[src/rtl/alarm_chime_ctrl_pkg.sv]
// Shared types, tone encodings and BCD validation helpers for the alarm/chime controller.
package alarm_chime_ctrl_pkg;

    typedef enum logic [1:0] {
        IDLE   = 2'd0,
        CHIME  = 2'd1,
        RING   = 2'd2,
        SNOOZE = 2'd3
    } state_t;

    localparam logic [1:0] TONE_OFF   = 2'b00;
    localparam logic [1:0] TONE_CHIME = 2'b01;
    localparam logic [1:0] TONE_ALARM = 2'b10;

    function automatic logic bcd_valid(input logic [3:0] digit);
        return (digit <= 4'd9);
    endfunction

    // With all four digits legal BCD, a plain byte compare doubles as a numeric range check.
    function automatic logic alarm_valid(input logic [7:0] hh, input logic [7:0] mm);
        return bcd_valid(hh[7:4]) && bcd_valid(hh[3:0]) &&
               bcd_valid(mm[7:4]) && bcd_valid(mm[3:0]) &&
               (hh <= 8'h23) && (mm <= 8'h59);
    endfunction

endpackage

[src/rtl/alarm_chime_ctrl_tick_countdown.sv]
// Saturating tick counter shared by every timed state; done flags the tick that reaches limit.
module tick_countdown #(
    parameter int CW = 10
) (
    input  logic          clk,
    input  logic          rst_n,
    input  logic          clear,
    input  logic          en,
    input  logic [CW-1:0] limit,
    output logic          done
);

    logic [CW-1:0] count_r;
    logic [CW:0]   next_s;

    assign next_s = {1'b0, count_r} + {{CW{1'b0}}, 1'b1};
    assign done   = (next_s >= {1'b0, limit});

    // Count register: clear wins, otherwise advance on enabled ticks and hold at all-ones.
    always_ff @(posedge clk or negedge rst_n) begin
        if (!rst_n) begin
            count_r <= '0;
        end else if (clear) begin
            count_r <= '0;
        end else if (en && (count_r != {CW{1'b1}})) begin
            count_r <= next_s[CW-1:0];
        end else begin
            count_r <= count_r;
        end
    end

endmodule

[src/rtl/alarm_chime_ctrl.sv]
// Hourly chime and single-alarm ring/snooze controller driving the beeper tone request.
module alarm_chime_ctrl
    import alarm_chime_ctrl_pkg::*;
#(
    parameter int CHIME_SECS  = 2,
    parameter int RING_SECS   = 60,
    parameter int SNOOZE_SECS = 300,
    parameter int MAX_SNOOZE  = 3
) (
    input  logic       clk,
    input  logic       rst_n,
    input  logic       tick_1hz,
    input  logic [3:0] hour_t,
    input  logic [3:0] hour_o,
    input  logic [3:0] min_t,
    input  logic [3:0] min_o,
    input  logic [3:0] sec_t,
    input  logic [3:0] sec_o,
    input  logic       alarm_en,
    input  logic       alarm_load,
    input  logic [7:0] alarm_hh,
    input  logic [7:0] alarm_mm,
    input  logic       snooze,
    input  logic       stop,
    output logic [1:0] bee_req,
    output logic       alarm_active,
    output logic [7:0] alarm_hh_q,
    output logic [7:0] alarm_mm_q,
    output logic       load_err
);

    localparam int MAX_CR   = (CHIME_SECS > RING_SECS) ? CHIME_SECS : RING_SECS;
    localparam int MAX_SECS = (MAX_CR > SNOOZE_SECS) ? MAX_CR : SNOOZE_SECS;
    localparam int CW       = $clog2(MAX_SECS) + 1;
    localparam int SW       = $clog2(MAX_SNOOZE + 1);

    state_t        state_r, state_s;
    logic          beep_ph_r, beep_ph_s;
    logic [SW-1:0] snooze_cnt_r, snooze_cnt_s;
    logic          cnt_clear_s, cnt_en_s, cnt_done_s;
    logic [CW-1:0] limit_s;
    logic [1:0]    bee_s;
    logic          sec_zero_s, alarm_hit_s, chime_hit_s;

    assign sec_zero_s  = tick_1hz && (sec_t == 4'd0) && (sec_o == 4'd0);
    assign alarm_hit_s = sec_zero_s && alarm_en &&
                         ({hour_t, hour_o} == alarm_hh_q) && ({min_t, min_o} == alarm_mm_q);
    assign chime_hit_s = sec_zero_s && (min_t == 4'd0) && (min_o == 4'd0);

    tick_countdown #(.CW(CW)) u_cnt (
        .clk   (clk),
        .rst_n (rst_n),
        .clear (cnt_clear_s),
        .en    (cnt_en_s),
        .limit (limit_s),
        .done  (cnt_done_s)
    );

    // Next-state, counter control and tone selection; tone follows the state being entered.
    always_comb begin
        state_s      = state_r;
        beep_ph_s    = beep_ph_r;
        snooze_cnt_s = snooze_cnt_r;
        cnt_clear_s  = 1'b0;
        cnt_en_s     = 1'b0;
        limit_s      = CW'(CHIME_SECS);
        bee_s        = TONE_OFF;
        case (state_r)
            IDLE: begin
                if (alarm_hit_s) begin
                    state_s      = RING;
                    beep_ph_s    = 1'b1;
                    snooze_cnt_s = '0;
                    cnt_clear_s  = 1'b1;
                end else if (chime_hit_s) begin
                    state_s     = CHIME;
                    cnt_clear_s = 1'b1;
                end else begin
                    state_s = IDLE;
                end
            end
            CHIME: begin
                limit_s = CW'(CHIME_SECS);
                if (alarm_hit_s) begin
                    state_s      = RING;
                    beep_ph_s    = 1'b1;
                    snooze_cnt_s = '0;
                    cnt_clear_s  = 1'b1;
                end else if (tick_1hz && cnt_done_s) begin
                    state_s = IDLE;
                end else if (tick_1hz) begin
                    cnt_en_s = 1'b1;
                end else begin
                    state_s = CHIME;
                end
            end
            RING: begin
                limit_s = CW'(RING_SECS);
                if (!alarm_en || stop) begin
                    state_s = IDLE;
                end else if (snooze) begin
                    if (snooze_cnt_r < SW'(MAX_SNOOZE)) begin
                        state_s      = SNOOZE;
                        snooze_cnt_s = snooze_cnt_r + SW'(1);
                        cnt_clear_s  = 1'b1;
                    end else begin
                        state_s = IDLE;
                    end
                end else if (tick_1hz && cnt_done_s) begin
                    state_s = IDLE;
                end else if (tick_1hz) begin
                    cnt_en_s  = 1'b1;
                    beep_ph_s = ~beep_ph_r;
                end else begin
                    state_s = RING;
                end
            end
            SNOOZE: begin
                limit_s = CW'(SNOOZE_SECS);
                if (!alarm_en || stop) begin
                    state_s = IDLE;
                end else if (tick_1hz && cnt_done_s) begin
                    state_s     = RING;
                    beep_ph_s   = 1'b1;
                    cnt_clear_s = 1'b1;
                end else if (tick_1hz) begin
                    cnt_en_s = 1'b1;
                end else begin
                    state_s = SNOOZE;
                end
            end
            default: begin
                state_s = IDLE;
            end
        endcase

        if (state_s == CHIME) begin
            bee_s = TONE_CHIME;
        end else if ((state_s == RING) && beep_ph_s) begin
            bee_s = TONE_ALARM;
        end else begin
            bee_s = TONE_OFF;
        end
    end

    // FSM state and registered tone/activity outputs.
    always_ff @(posedge clk or negedge rst_n) begin
        if (!rst_n) begin
            state_r      <= IDLE;
            beep_ph_r    <= 1'b0;
            snooze_cnt_r <= '0;
            bee_req      <= TONE_OFF;
            alarm_active <= 1'b0;
        end else begin
            state_r      <= state_s;
            beep_ph_r    <= beep_ph_s;
            snooze_cnt_r <= snooze_cnt_s;
            bee_req      <= bee_s;
            alarm_active <= (state_s == RING) || (state_s == SNOOZE);
        end
    end

    // Alarm time storage; a rejected load keeps the old time and pulses load_err.
    always_ff @(posedge clk or negedge rst_n) begin
        if (!rst_n) begin
            alarm_hh_q <= 8'h00;
            alarm_mm_q <= 8'h00;
            load_err   <= 1'b0;
        end else if (alarm_load && alarm_valid(alarm_hh, alarm_mm)) begin
            alarm_hh_q <= alarm_hh;
            alarm_mm_q <= alarm_mm;
            load_err   <= 1'b0;
        end else if (alarm_load) begin
            load_err   <= 1'b1;
        end else begin
            load_err   <= 1'b0;
        end
    end

endmodule
[config.mk]
export PLATFORM = sky130hd
export DESIGN_NAME = alarm_chime_ctrl
export DESIGN_NICKNAME = d
export VERILOG_FILES = /design/src/rtl/alarm_chime_ctrl_pkg.sv /design/src/rtl/alarm_chime_ctrl_tick_countdown.sv /design/src/rtl/alarm_chime_ctrl.sv
export SDC_FILE = /design/constraint.sdc
export NUM_CORES = 1
export LEC_CHECK = 0
export BUFFER_PORTS_ARGS = -buffer_cell sky130_fd_sc_hd__buf_2
export CORE_MARGIN = 1
export CORE_UTILIZATION = 46
export DETAILED_ROUTE_END_ITERATION = 10
export MAX_ROUTING_LAYER = met4
export PLACE_DENSITY = 0.81
export SLEW_MARGIN = 15
export SYNTH_ARGS = -nofsm -noshare
export SYNTH_HDL_FRONTEND = slang
export SYNTH_SLANG_ARGS = --single-unit
[constraint.sdc]
create_clock -name clk -period 2.6 [get_ports clk]
set_input_delay 0 -clock clk [delete_from_list [all_inputs] [get_ports clk]]
set_output_delay 0 -clock clk [all_outputs]
set_load 0.01 [all_outputs]
==> impl_metrics.json, run 1 <==
{
  "outcome": "complete, but fails checks",
  "violations": "setup timing",
  "drtIter0Drc": 95,
  "drt_wl_total_um": 6330,
  "p_leak_nw": 1.502,
  "drtPass1Iterations": 4,
  "min_from": "snooze",
  "core_um2": 4354,
  "drv_slew": 0,
  "fmax_mhz": 363.3,
  "synth_nets": 259,
  "hpwlAfterDp_um": 3720,
  "path_max_fanout": 5,
  "startpoint_type": "flop",
  "pre_cts_ws_ps": -223.4,
  "clock_skew_ps": 8.126,
  "drc_errors": 0,
  "nets": 377,
  "grt_antenna_before_repair": 0,
  "area_growth_pct": 52.16,
  "hold_depth": 4,
  "cp.arrival_ps": 2940,
  "required_ps": 2790,
  "final_cell_mix": "buf_2, dfrtp_1, buf_4",
  "cap_violations": 0,
  "cts_tree": "yes",
  "period_minus_slack_ps": 2752,
  "dieHeight_um": 69.32,
  "start_util_pct": 47.87,
  "netlist_area_um2": 2084,
  "synth.yosys.seq_area_share_pct": 40.82,
  "syn_area_per_cell_um2": 10.22,
  "setup.worst_path.end_class": "flop",
  "drive_gt1_share_pct": 47.68,
  "hold_path_class": "in -> reg",
  "relSlewSlack_pct": 43.23,
  "synthCells": 204,
  "worstSkewPairLatency_ps": 300,
  "worstMarginPinSlew_ps": 846.4,
  "setup_violations": 14,
  "slowest_stage": "or4b_4",
  "fin_setup_tns_ps": -1702,
  "grtUsageTotal_pct": 27.27,
  "hold_end": "bee_req[0]$_DFF_PN0_",
  "async_reset_ff_share_pct": 100.0,
  "clk_pin_slew_ps": 70,
  "row_count": 24,
  "globalplace.congestion": 0.8588,
  "ys_seq_elements": 34,
  "vias": 2058,
  "antenna_left": 0,
  "diodes": 0,
  "rr_endpoint": "bee_req[1]$_DFF_PN0_",
  "final_util_pct": 72.84,
  "slowest_delay_ps": 540,
  "grt_pass1_vias": 2157,
  "reg2reg_from": "u_cnt.count_r[1]$_DFFE_PN0P_",
  "reg2reg_depth": 12,
  "final_hold_viol_count": 0,
  "nFillCells": 271,
  "vdd_drop_max_v": 0.0004083,
  "die_x_um": 69.32,
  "final_common_cell": "buf_2",
  "placement.io_buffers": 66,
  "cp_cell_sequence": "buf_4 > nand4_1 > nor2_2 > xor2_1 > ha_2 > or4b_4 > o211ai_2 > and4b_2 > buf_6 > nand2b_4 > a21oi_4 > and3_1",
  "seq_area_um2": 850.8,
  "grt-ovfl-total": 0,
  "period_share_pct": 105.9,
  "clockRootBuffer": "clkbuf_8",
  "grt_max_degree": 35,
  "critical_path_class": "reg -> reg",
  "grt_setup_unrepaired": "yes",
  "power_density_nw_per_um2": 601.0,
  "cts_buffers": 5,
  "multi_input_area_um2": 1329,
  "viasPerCell": 5.488,
  "yosysWarnings": 0,
  "ios": 67,
  "avgRoutedWirePerCell_um": 16.88,
  "synthFlopType": "dfrtp_1",
  "fp.dieArea_um2": 4805,
  "ys_types": 54,
  "h-tree-depth": 2,
  "cts.sinks": 34,
  "fin_ws_ps": -152.4,
  "clock_path_buffers": 2,
  "grt_pass1_wl_um": 9908,
  "synth-edff-count": 0,
  "ff2ff_setup_slack_ps": -150
}
==> through the flow <==
| step | total power, mW | instance area, um^2 | hold slack (ps) | std cells |
|---|---|---|---|---|
| after floorplan | 0.9426 | 2085 | -295.6 | 204 |
| after global routing | 1.977 | 3172 | 138.1 | 375 |
| after CTS | 1.824 | 3029 | 53.66 | 370 |
| after detailed placement | 1.078 | 2539 | 123.5 | 330 |
| after global placement | 1.062 | 2539 | 113.3 | 330 |
| final | 1.906 | 3172 | 127.3 | 375 |
==> power by group <==
| part | internal (mW) | switching [mW] |
|---|---|---|
| registers | 0.588 | 0.0563 |
| logic | 0.353 | 0.286 |
| clock network | 0.409 | 0.213 |
| total | 1.35 | 0.556 |
==> layer usage <==
metal / GRT usage [%] / wire [um]
met5: - / 0
met4: 13.38 / 184
met3: 4.942 / 237
met2: 48.65 / 3455
met1: 28.86 / 2453
==> kinds of logic (layout without fill, tap and decap cells) <==
kind of cell | after synthesis | in the layout | synth area share, %
simple gates | 77 | 77 | 20.29
mux | 15 | 15 | 7.983
buf+inv | 11 | 129 | 2.761
xor+xnor | 20 | 20 | 8.403
compound gates | 39 | 40 | 14.95
fa+ha+maj | 8 | 8 | 4.802
flops | 34 | 34 | 40.82
==> worst max-delay path by stage <==
stage	start	end	depth (start not counted)
floorplan	u_cnt.count_r[0]$_DFFE_PN0P_	u_cnt.count_r[1]$_DFFE_PN0P_	14
global placement	u_cnt.count_r[3]$_DFFE_PN0P_	u_cnt.count_r[0]$_DFFE_PN0P_	10
detailed placement	u_cnt.count_r[0]$_DFFE_PN0P_	u_cnt.count_r[0]$_DFFE_PN0P_	12
CTS	u_cnt.count_r[1]$_DFFE_PN0P_	bee_req[1]$_DFF_PN0_	13
global route	u_cnt.count_r[0]$_DFFE_PN0P_	bee_req[1]$_DFF_PN0_	13
finish	u_cnt.count_r[1]$_DFFE_PN0P_	bee_req[1]$_DFF_PN0_	12
==> cell type report <==
cell class,instances,share of cell area [%]
tap,52,2.051
clock buffer,6,2.604
multi-input combinational,160,41.89
inverter,7,0.8284
clock inverter,2,1.893
timing repair buffer,114,23.91
sequential,34,26.82
==> Yosys cell counts, types with 5 or more instances <==
library cell	count	area share [%]
dfrtp_1	34	41
nand2_1	23	4.1
xnor2_1	16	6.7
mux2_2	13	7.0
ha_1	8	4.8
nor2_1	8	1.4
inv_1	7	1.3
o21ai_1	7	1.7
nand2b_1	6	1.8
o21ai_0	6	1.4
nor4_1	5	1.5
==> sequential cells by signal (all words and copies together), names as in the netlist <==
signal,count
alarm_mm_q,8
snooze_cnt_r,2
bee_req,2
state_r,1
alarm_active,1
beep_ph_r,1
u_cnt.count_r,10
alarm_hh_q,8
load_err,1
==> worst max-delay path: cells and delay by family (launching register included) <==
kind                     cells  cell delay (ps)
AND/OR/NAND/NOR              6             1520
AO/OA/AOI/OAI                2              200
buffers and inverters        2              260
adder cells (fa/ha/maj)      1              190
XOR/XNOR                     1              100
flip-flops                   1              400
==> repair_timing <==
item / CTS / global route
pin swaps: 9 / 17
hold endpoints to repair: 48 / 0
setup endpoints to repair: 13 / 15
hold buffers: 15 / 0
gates cloned: 1 / 0
resized for setup: 16 / 23
setup buffers: 16 / 5
(Power assumes the default switching activity.)
==> run 2, diff against run 1 <==
Settings changed: ABC_AREA from default to 1, CORE_UTILIZATION 46 to 47.
==> run 2 against run 1 <==
The flow now finishes without violations; cell area fell by 3.6%; critical endpoint is now u_cnt.count_r[6]$_DFFE_PN0P_; sequential share of layout area increased by 1.0 points; critical path type unchanged; worst hold slack worse by 110 ps; via count increased by 21%; flip-flop and latch count stayed put; total power shrank 8.1%; sequential power grew 0.9%; first-iteration DRC count increased by 47%; worst setup slack improved by 330 ps.
==> impl_metrics.json, run 2 <==
{
  "ff2ff_setup_slack_ps": 170,
  "ys_seq_elements": 34,
  "yosysWarnings": 0,
  "place_area_um2": 2720,
  "final_common_cell": "nand2_1",
  "final_cells": 491,
  "power_density_nw_per_um2": 573.2,
  "synth-xor-area-share_pct": 3.391,
  "startpoint_type": "flop",
  "synth_nets": 392,
  "grt_pass1_wl_um": 9901,
  "syn_area_per_cell_um2": 6.898,
  "diodes": 0,
  "hold_path_class": "in -> reg",
  "slowest_delay_ps": 430,
  "grtUsageTotal_pct": 25.40,
  "vdd_drop_max_v": 0.0003722,
  "fp.dieArea_um2": 5232,
  "power.switching_uw": 567.8,
  "area_growth_pct": 31.54,
  "cp.arrival_ps": 2620,
  "p_leak_nw": 1.763,
  "grt_antenna_before_repair": 0,
  "netSwitchingFraction_pct": 32.40,
  "postLayoutCellArea_um2": 3058,
  "cts_tree": "yes",
  "muxShareOfSynthArea_pct": 1.938,
  "drv_slew": 0,
  "synth_top_area_share_pct": 36.60,
  "synth_area_leaders": "dfrtp_1, nand2_1, inv_1, nor2_1, nand3_1",
  "fin_setup_tns_ps": 0,
  "min_from": "alarm_hh[5]",
  "hold_depth": 3,
  "worstSkewPairLatency_ps": 300,
  "clock_path_buffers": 2,
  "hpwlAfterDp_um": 4419,
  "synthFlopType": "dfrtp_1",
  "drtIter0Drc": 140,
  "hold-worst-slack_ps": 15.82,
  "viasPerCell": 5.055,
  "drc_errors": 0,
  "avgRoutedWirePerCell_um": 12.60,
  "intPower_mw": 1.185,
  "critical_path_class": "reg -> reg",
  "period_minus_slack_ps": 2426,
  "required_ps": 2790,
  "drive_gt1_share_pct": 24.06,
  "h-tree-depth": 2,
  "synth_commonest_cells": "nand2_1, inv_1, nor2_1",
  "synth_most_common_cell": "nand2_1",
  "antenna_left": 0,
  "globalplace.congestion": 0.9264,
  "nets": 478,
  "clkPwrFrac_pct": 33.9,
  "slowest_stage": "dfrtp_1",
  "grt-ovfl-total": 0,
  "drt_wl_total_um": 6189,
  "synth-simple-area-share_pct": 36.71,
  "setup_violations": 0,
  "clock_skew_ps": 5.039,
  "dieHeight_um": 72.33,
  "period_share_pct": 93.31,
  "path_max_fanout": 10,
  "pwr-share-seq_pct": 37.1,
  "cp_cell_sequence": "ha_4 > nand3_2 > nor3_4 > nand2_2 > xnor2_2 > ha_1 > inv_1 > nand2_1 > nor2_2 > nand3_2 > nor2_4 > nand2_2 > nand2_4 > inv_6 > nand3_1 > nand2_1",
  "worstMarginPinSlew_ps": 813.9,
  "cts_buffers": 5,
  "synth_top_family_by_area": "simple AND/OR/NAND/NOR gates",
  "synth.largest_area_cell": "dfrtp_1",
  "synth-edff-count": 0,
  "p_comb_share_pct": 28.9,
  "netlist_area_um2": 2325,
  "die_x_um": 72.33,
  "synth.yosys.seq_area_share_pct": 36.60,
  "reg2reg_from": "u_cnt.count_r[0]$_DFFE_PN0P_",
  "drtPass1Iterations": 4,
  "outcome": "completed",
  "rr_endpoint": "u_cnt.count_r[6]$_DFFE_PN0P_",
  "synth_fa_ha_area_share_pct": 4.306,
  "final_cell_mix": "nand2_1, buf_2, inv_1",
  "setup.worst_path.end_class": "flop",
  "regMostFlops": "u_cnt.count_r",
  "clk_pin_slew_ps": 70,
  "grt_pass1_vias": 2216,
  "relSlewSlack_pct": 45.61,
  "vias": 2482,
  "dp_cells": 467,
  "fmax_mhz": 412.2,
  "hold_end": "alarm_hh_q[5]$_DFFE_PN0P_",
  "cts.sinks": 34,
  "synth-compound-area-share_pct": 6.512,
  "reg.largest.list": "u_cnt.count_r: 10 flops, alarm_hh_q: 8 flops, alarm_mm_q: 8 flops",
  "clockRootBuffer": "clkbuf_8",
  "ys_types": 32,
  "start_util_pct": 48.89,
  "reg2reg_depth": 16,
  "core_um2": 4755,
  "final_hold_viol_count": 0,
  "placement.io_buffers": 66,
  "ios": 67,
  "cap_violations": 0,
  "synthCells": 337,
  "row_count": 25,
  "async_reset_ff_share_pct": 100.0,
  "largest_register_ffs": 10,
  "grt_max_degree": 35
}
-- run 2: worst max-delay path by stage --
stage,endpoint,from
2_1_floorplan,u_cnt.count_r[3]$_DFFE_PN0P_,u_cnt.count_r[0]$_DFFE_PN0P_
3_3_place_gp,u_cnt.count_r[0]$_DFFE_PN0P_,u_cnt.count_r[0]$_DFFE_PN0P_
3_5_place_dp,u_cnt.count_r[4]$_DFFE_PN0P_,u_cnt.count_r[0]$_DFFE_PN0P_
4_1_cts,u_cnt.count_r[6]$_DFFE_PN0P_,u_cnt.count_r[0]$_DFFE_PN0P_
5_1_grt,u_cnt.count_r[6]$_DFFE_PN0P_,u_cnt.count_r[0]$_DFFE_PN0P_
6_report,u_cnt.count_r[6]$_DFFE_PN0P_,u_cnt.count_r[0]$_DFFE_PN0P_
-- run 2: cell families (layout without fill, tap and decap cells) --
kind of cell / count (synthesis) / after routing
AND/OR/NAND/NOR: 194 / 195
buffers and inverters: 62 / 148
flip-flops: 34 / 34
AO/OA/AOI/OAI: 26 / 26
XOR/XNOR: 9 / 9
adder cells (fa/ha/maj): 8 / 8
multiplexers: 4 / 4
-- run 2: final cells by class --
type                    count  area, um^2
clock buffers               5       68.82
clock inverters             3       68.82
fillers                   434        1697
inverters                  59       226.5
multi-input cells         242        1281
flip-flops and latches     34       850.8
well taps                  67       83.83
repair buffers             81       478.0
-- run 2: timing repair --
item | in CTS | in global routing
buffers inserted | 0 | 1
gates resized for setup | 0 | 8
hold endpoints to repair | 47 | 0
hold buffers | 14 | 0
setup endpoints to repair | 0 | 15
-- run 2: per-stage QoR --
step | total power, mW | worst slack [ps] | util, %
4_1_cts | 1.739 | 37.45 | 63.05
3_3_place_gp | 1.111 | 185.2 | 57.21
2_1_floorplan | 0.9665 | 438.5 | -
5_1_grt | 1.864 | -27.27 | 64.32
3_5_place_dp | 1.125 | 73.39 | 57.21
6_report | 1.753 | 174.0 | 64.32
-- run 2: layer usage --
metal  vias to the layer above  part of all wire, %  global-route usage, %
met4                         0                  4.3                  13.73
met3                        25                  4.2                  4.722
li1                       1234                    -                      -
met5                         -                    0                      -
met2                        79                   49                  40.71
met1                      1144                   43                  30.23
-- run 2: power groups by stage --
stage	Combinational [mW]	Sequential [mW]	Clock, mW
6_report	0.507	0.651	0.595
5_1_grt	0.578	0.660	0.626
4_1_cts	0.492	0.642	0.605
3_5_place_dp	0.473	0.652	0
3_3_place_gp	0.462	0.649	0
2_1_floorplan	0.303	0.663	0
-- run 2: worst max-delay path: cells and delay by family (launching register included) --
kind,cells,cell delay (ps)
XOR/XNOR,1,150
adder cells (fa/ha/maj),2,360
buffers and inverters,2,110
flip-flops,1,430
AND/OR/NAND/NOR,11,1250
==> run 3, diff against run 2 <==
==> constraint.sdc (replaced) <==
create_clock -name clk -period 2.6 [get_ports clk]
set_input_delay 0.52 -clock clk [delete_from_list [all_inputs] [get_ports clk]]
set_output_delay 0.52 -clock clk [all_outputs]
set_load 0.01 [all_outputs]
==> run 3 against run 2 <==
Total power is 11% lower; wire length decreased by 4.1%; largest power group unchanged; critical endpoint is now u_cnt.count_r[2]$_DFFE_PN0P_; highest routed layer unchanged; clock skew is 1.9 ps higher.
==> impl_metrics.json, run 3 (synthesis results as in run 2) <==
{
  "final_cells": 481,
  "drtIter0Drc": 230,
  "cp.arrival_ps": 2610,
  "reg2reg_from": "u_cnt.count_r[2]$_DFFE_PN0P_",
  "ios": 67,
  "drtPass1Iterations": 5,
  "final_util_pct": 60.66,
  "cp_top_family": "simple AND/OR/NAND/NOR gates",
  "relSlewSlack_pct": 50.42,
  "ff2ff_setup_slack_ps": 170,
  "hpwlAfterDp_um": 4528,
  "dieHeight_um": 72.33,
  "p_leak_nw": 1.695,
  "cts_tree": "yes",
  "slowest_stage": "dfrtp_1",
  "area_growth_pct": 24.06,
  "clockRootBuffer": "clkbuf_8",
  "drc_errors": 0,
  "drive_gt1_share_pct": 24.64,
  "regMostFlops": "u_cnt.count_r",
  "setup_violations": 0,
  "die_x_um": 72.33,
  "setup.worst_path.end_class": "flop",
  "crit_path_frequent_cell": "nand2_1",
  "fp.dieArea_um2": 5232,
  "avgRoutedWirePerCell_um": 12.34,
  "fin_setup_tns_ps": 0,
  "drt_wl_total_um": 5936,
  "period_minus_slack_ps": 2434,
  "grt_antenna_before_repair": 0,
  "grt_pass1_vias": 2169,
  "grtUsageTotal_pct": 24.08,
  "critical_path_class": "reg -> reg",
  "grt-ovfl-total": 0,
  "critical_path_buf_inv_count": 2,
  "final_cell_mix": "nand2_1, buf_2, inv_1",
  "path_max_fanout": 10,
  "reg.largest.list": "u_cnt.count_r: 10 flops, alarm_hh_q: 8 flops, alarm_mm_q: 8 flops",
  "clock_skew_ps": 6.905,
  "start_util_pct": 48.89,
  "grt_max_degree": 35,
  "core_um2": 4755,
  "p_total_mw": 1.552,
  "h-tree-depth": 2,
  "globalplace.congestion": 0.9400,
  "grt_setup_unrepaired": "no",
  "power_density_nw_per_um2": 538.3,
  "required_ps": 2780,
  "startpoint_type": "flop",
  "cap_violations": 0,
  "placement.io_buffers": 66,
  "diodes": 0,
  "nets": 468,
  "drv_slew": 0,
  "worstMarginPinSlew_ps": 743.7,
  "outcome": "completed",
  "hold_path_class": "in -> async",
  "slowest_delay_ps": 440,
  "viasPerCell": 5.071,
  "cts_buffers": 5,
  "clk_pin_slew_ps": 70,
  "period_share_pct": 93.61,
  "clock_path_buffers": 2,
  "ctsHoldBuffers": 0,
  "fmax_mhz": 410.9,
  "cts.sinks": 34,
  "vias": 2439,
  "dp_cells": 468,
  "antenna_left": 0,
  "grt_pass1_wl_um": 9508,
  "final_hold_viol_count": 0,
  "worstSkewPairLatency_ps": 290,
  "startpoint": "u_cnt.count_r[2]$_DFFE_PN0P_",
  "cp_cell_sequence": "nand2_1 > nor2_2 > xor2_1 > ha_1 > nand2_1 > inv_1 > nand2_1 > nand2_1 > nand2_1 > nand2_1 > nand2_2 > nand3_2 > nor2_4 > nand2_2 > nand2_4 > inv_6 > nand3_1 > nand2_1",
  "row_count": 25,
  "final_common_cell": "nand2_1",
  "vdd_drop_max_v": 0.0003072,
  "largest_register_ffs": 10
}
-- run 3: cell count changes in the layout (fill, tap and decap cells not counted), sizes merged --
| cell | previous run | this run |
|---|---|---|
| dlygate4sd3 | 14 | 0 |
| buf | 67 | 71 |
| clkbuf | 5 | 7 |
| bufinv | 2 | 0 |
-- run 3: per-stage QoR --
stage | instance area, um^2 | hold WS (ps) | worst slack (ps)
3_3_place_gp | 2728 | 476.1 | 185.5
4_1_cts | 2819 | 324.6 | 61.47
3_5_place_dp | 2728 | 493.4 | 73.41
2_1_floorplan | 2325 | 224.4 | 438.5
5_1_grt | 2884 | 357.5 | 1.762
6_report | 2884 | 292.1 | 166.0
-- run 3: area by class of cell --
type,instances,area [um^2]
Tap cell,67,83.83
Clock buffer,7,86.33
Fill cell,470,1871
Clock inverter,1,5.005
Multi-Input combinational cell,242,1264
Sequential cell,34,850.8
Timing Repair Buffer,71,367.9
Inverter,59,226.5
-- run 3: report_power, final --
group / switching [mW] / total (mW) / internal (mW)
clock network: 0.200 / 0.413 / 0.214
logic: 0.284 / 0.489 / 0.205
registers: 0.0627 / 0.650 / 0.587
-- run 3: worst register-to-register path, cell delays in order, from the launching register on --
cell,delay [ps]
dfrtp_1,440
nand2_1,110
nor2_2,210
xor2_1,270
ha_1,280
nand2_1,60
inv_1,30
nand2_1,60
nand2_1,50
nand2_1,50
nand2_1,60
nand2_2,70
nand3_2,90
nor2_4,120
nand2_2,100
nand2_4,130
inv_6,60
nand3_1,70
nand2_1,60
-- run 3: path summary, 6_finish.rpt --
check,to,depth (start not counted)
setup / recovery,u_cnt.count_r[2]$_DFFE_PN0P_,18
hold / removal,snooze_cnt_r[1]$_DFFE_PN0P_,1
setup reg to reg,u_cnt.count_r[2]$_DFFE_PN0P_,18
hold reg to reg,snooze_cnt_r[0]$_DFFE_PN0P_,1
max in group asynchronous,alarm_hh_q[6]$_DFFE_PN0P_,1
min in group clk,load_err$_DFF_PN0_,3
-- run 3: layer usage --
layer	global-route usage [%]	up-vias	share of wire, %
li1	-	1220	-
met1	29.15	1101	42
met2	39.56	102	50
met3	4.306	16	5.5
met4	10.02	0	2.3
met5	-	-	0
-- run 3: timing repair --
action                                 in CTS  in global routing
endpoints found under the hold margin       0                  0
buffers inserted                            0                  4
setup endpoints to repair                   0                 12
resized for setup                           0                  5
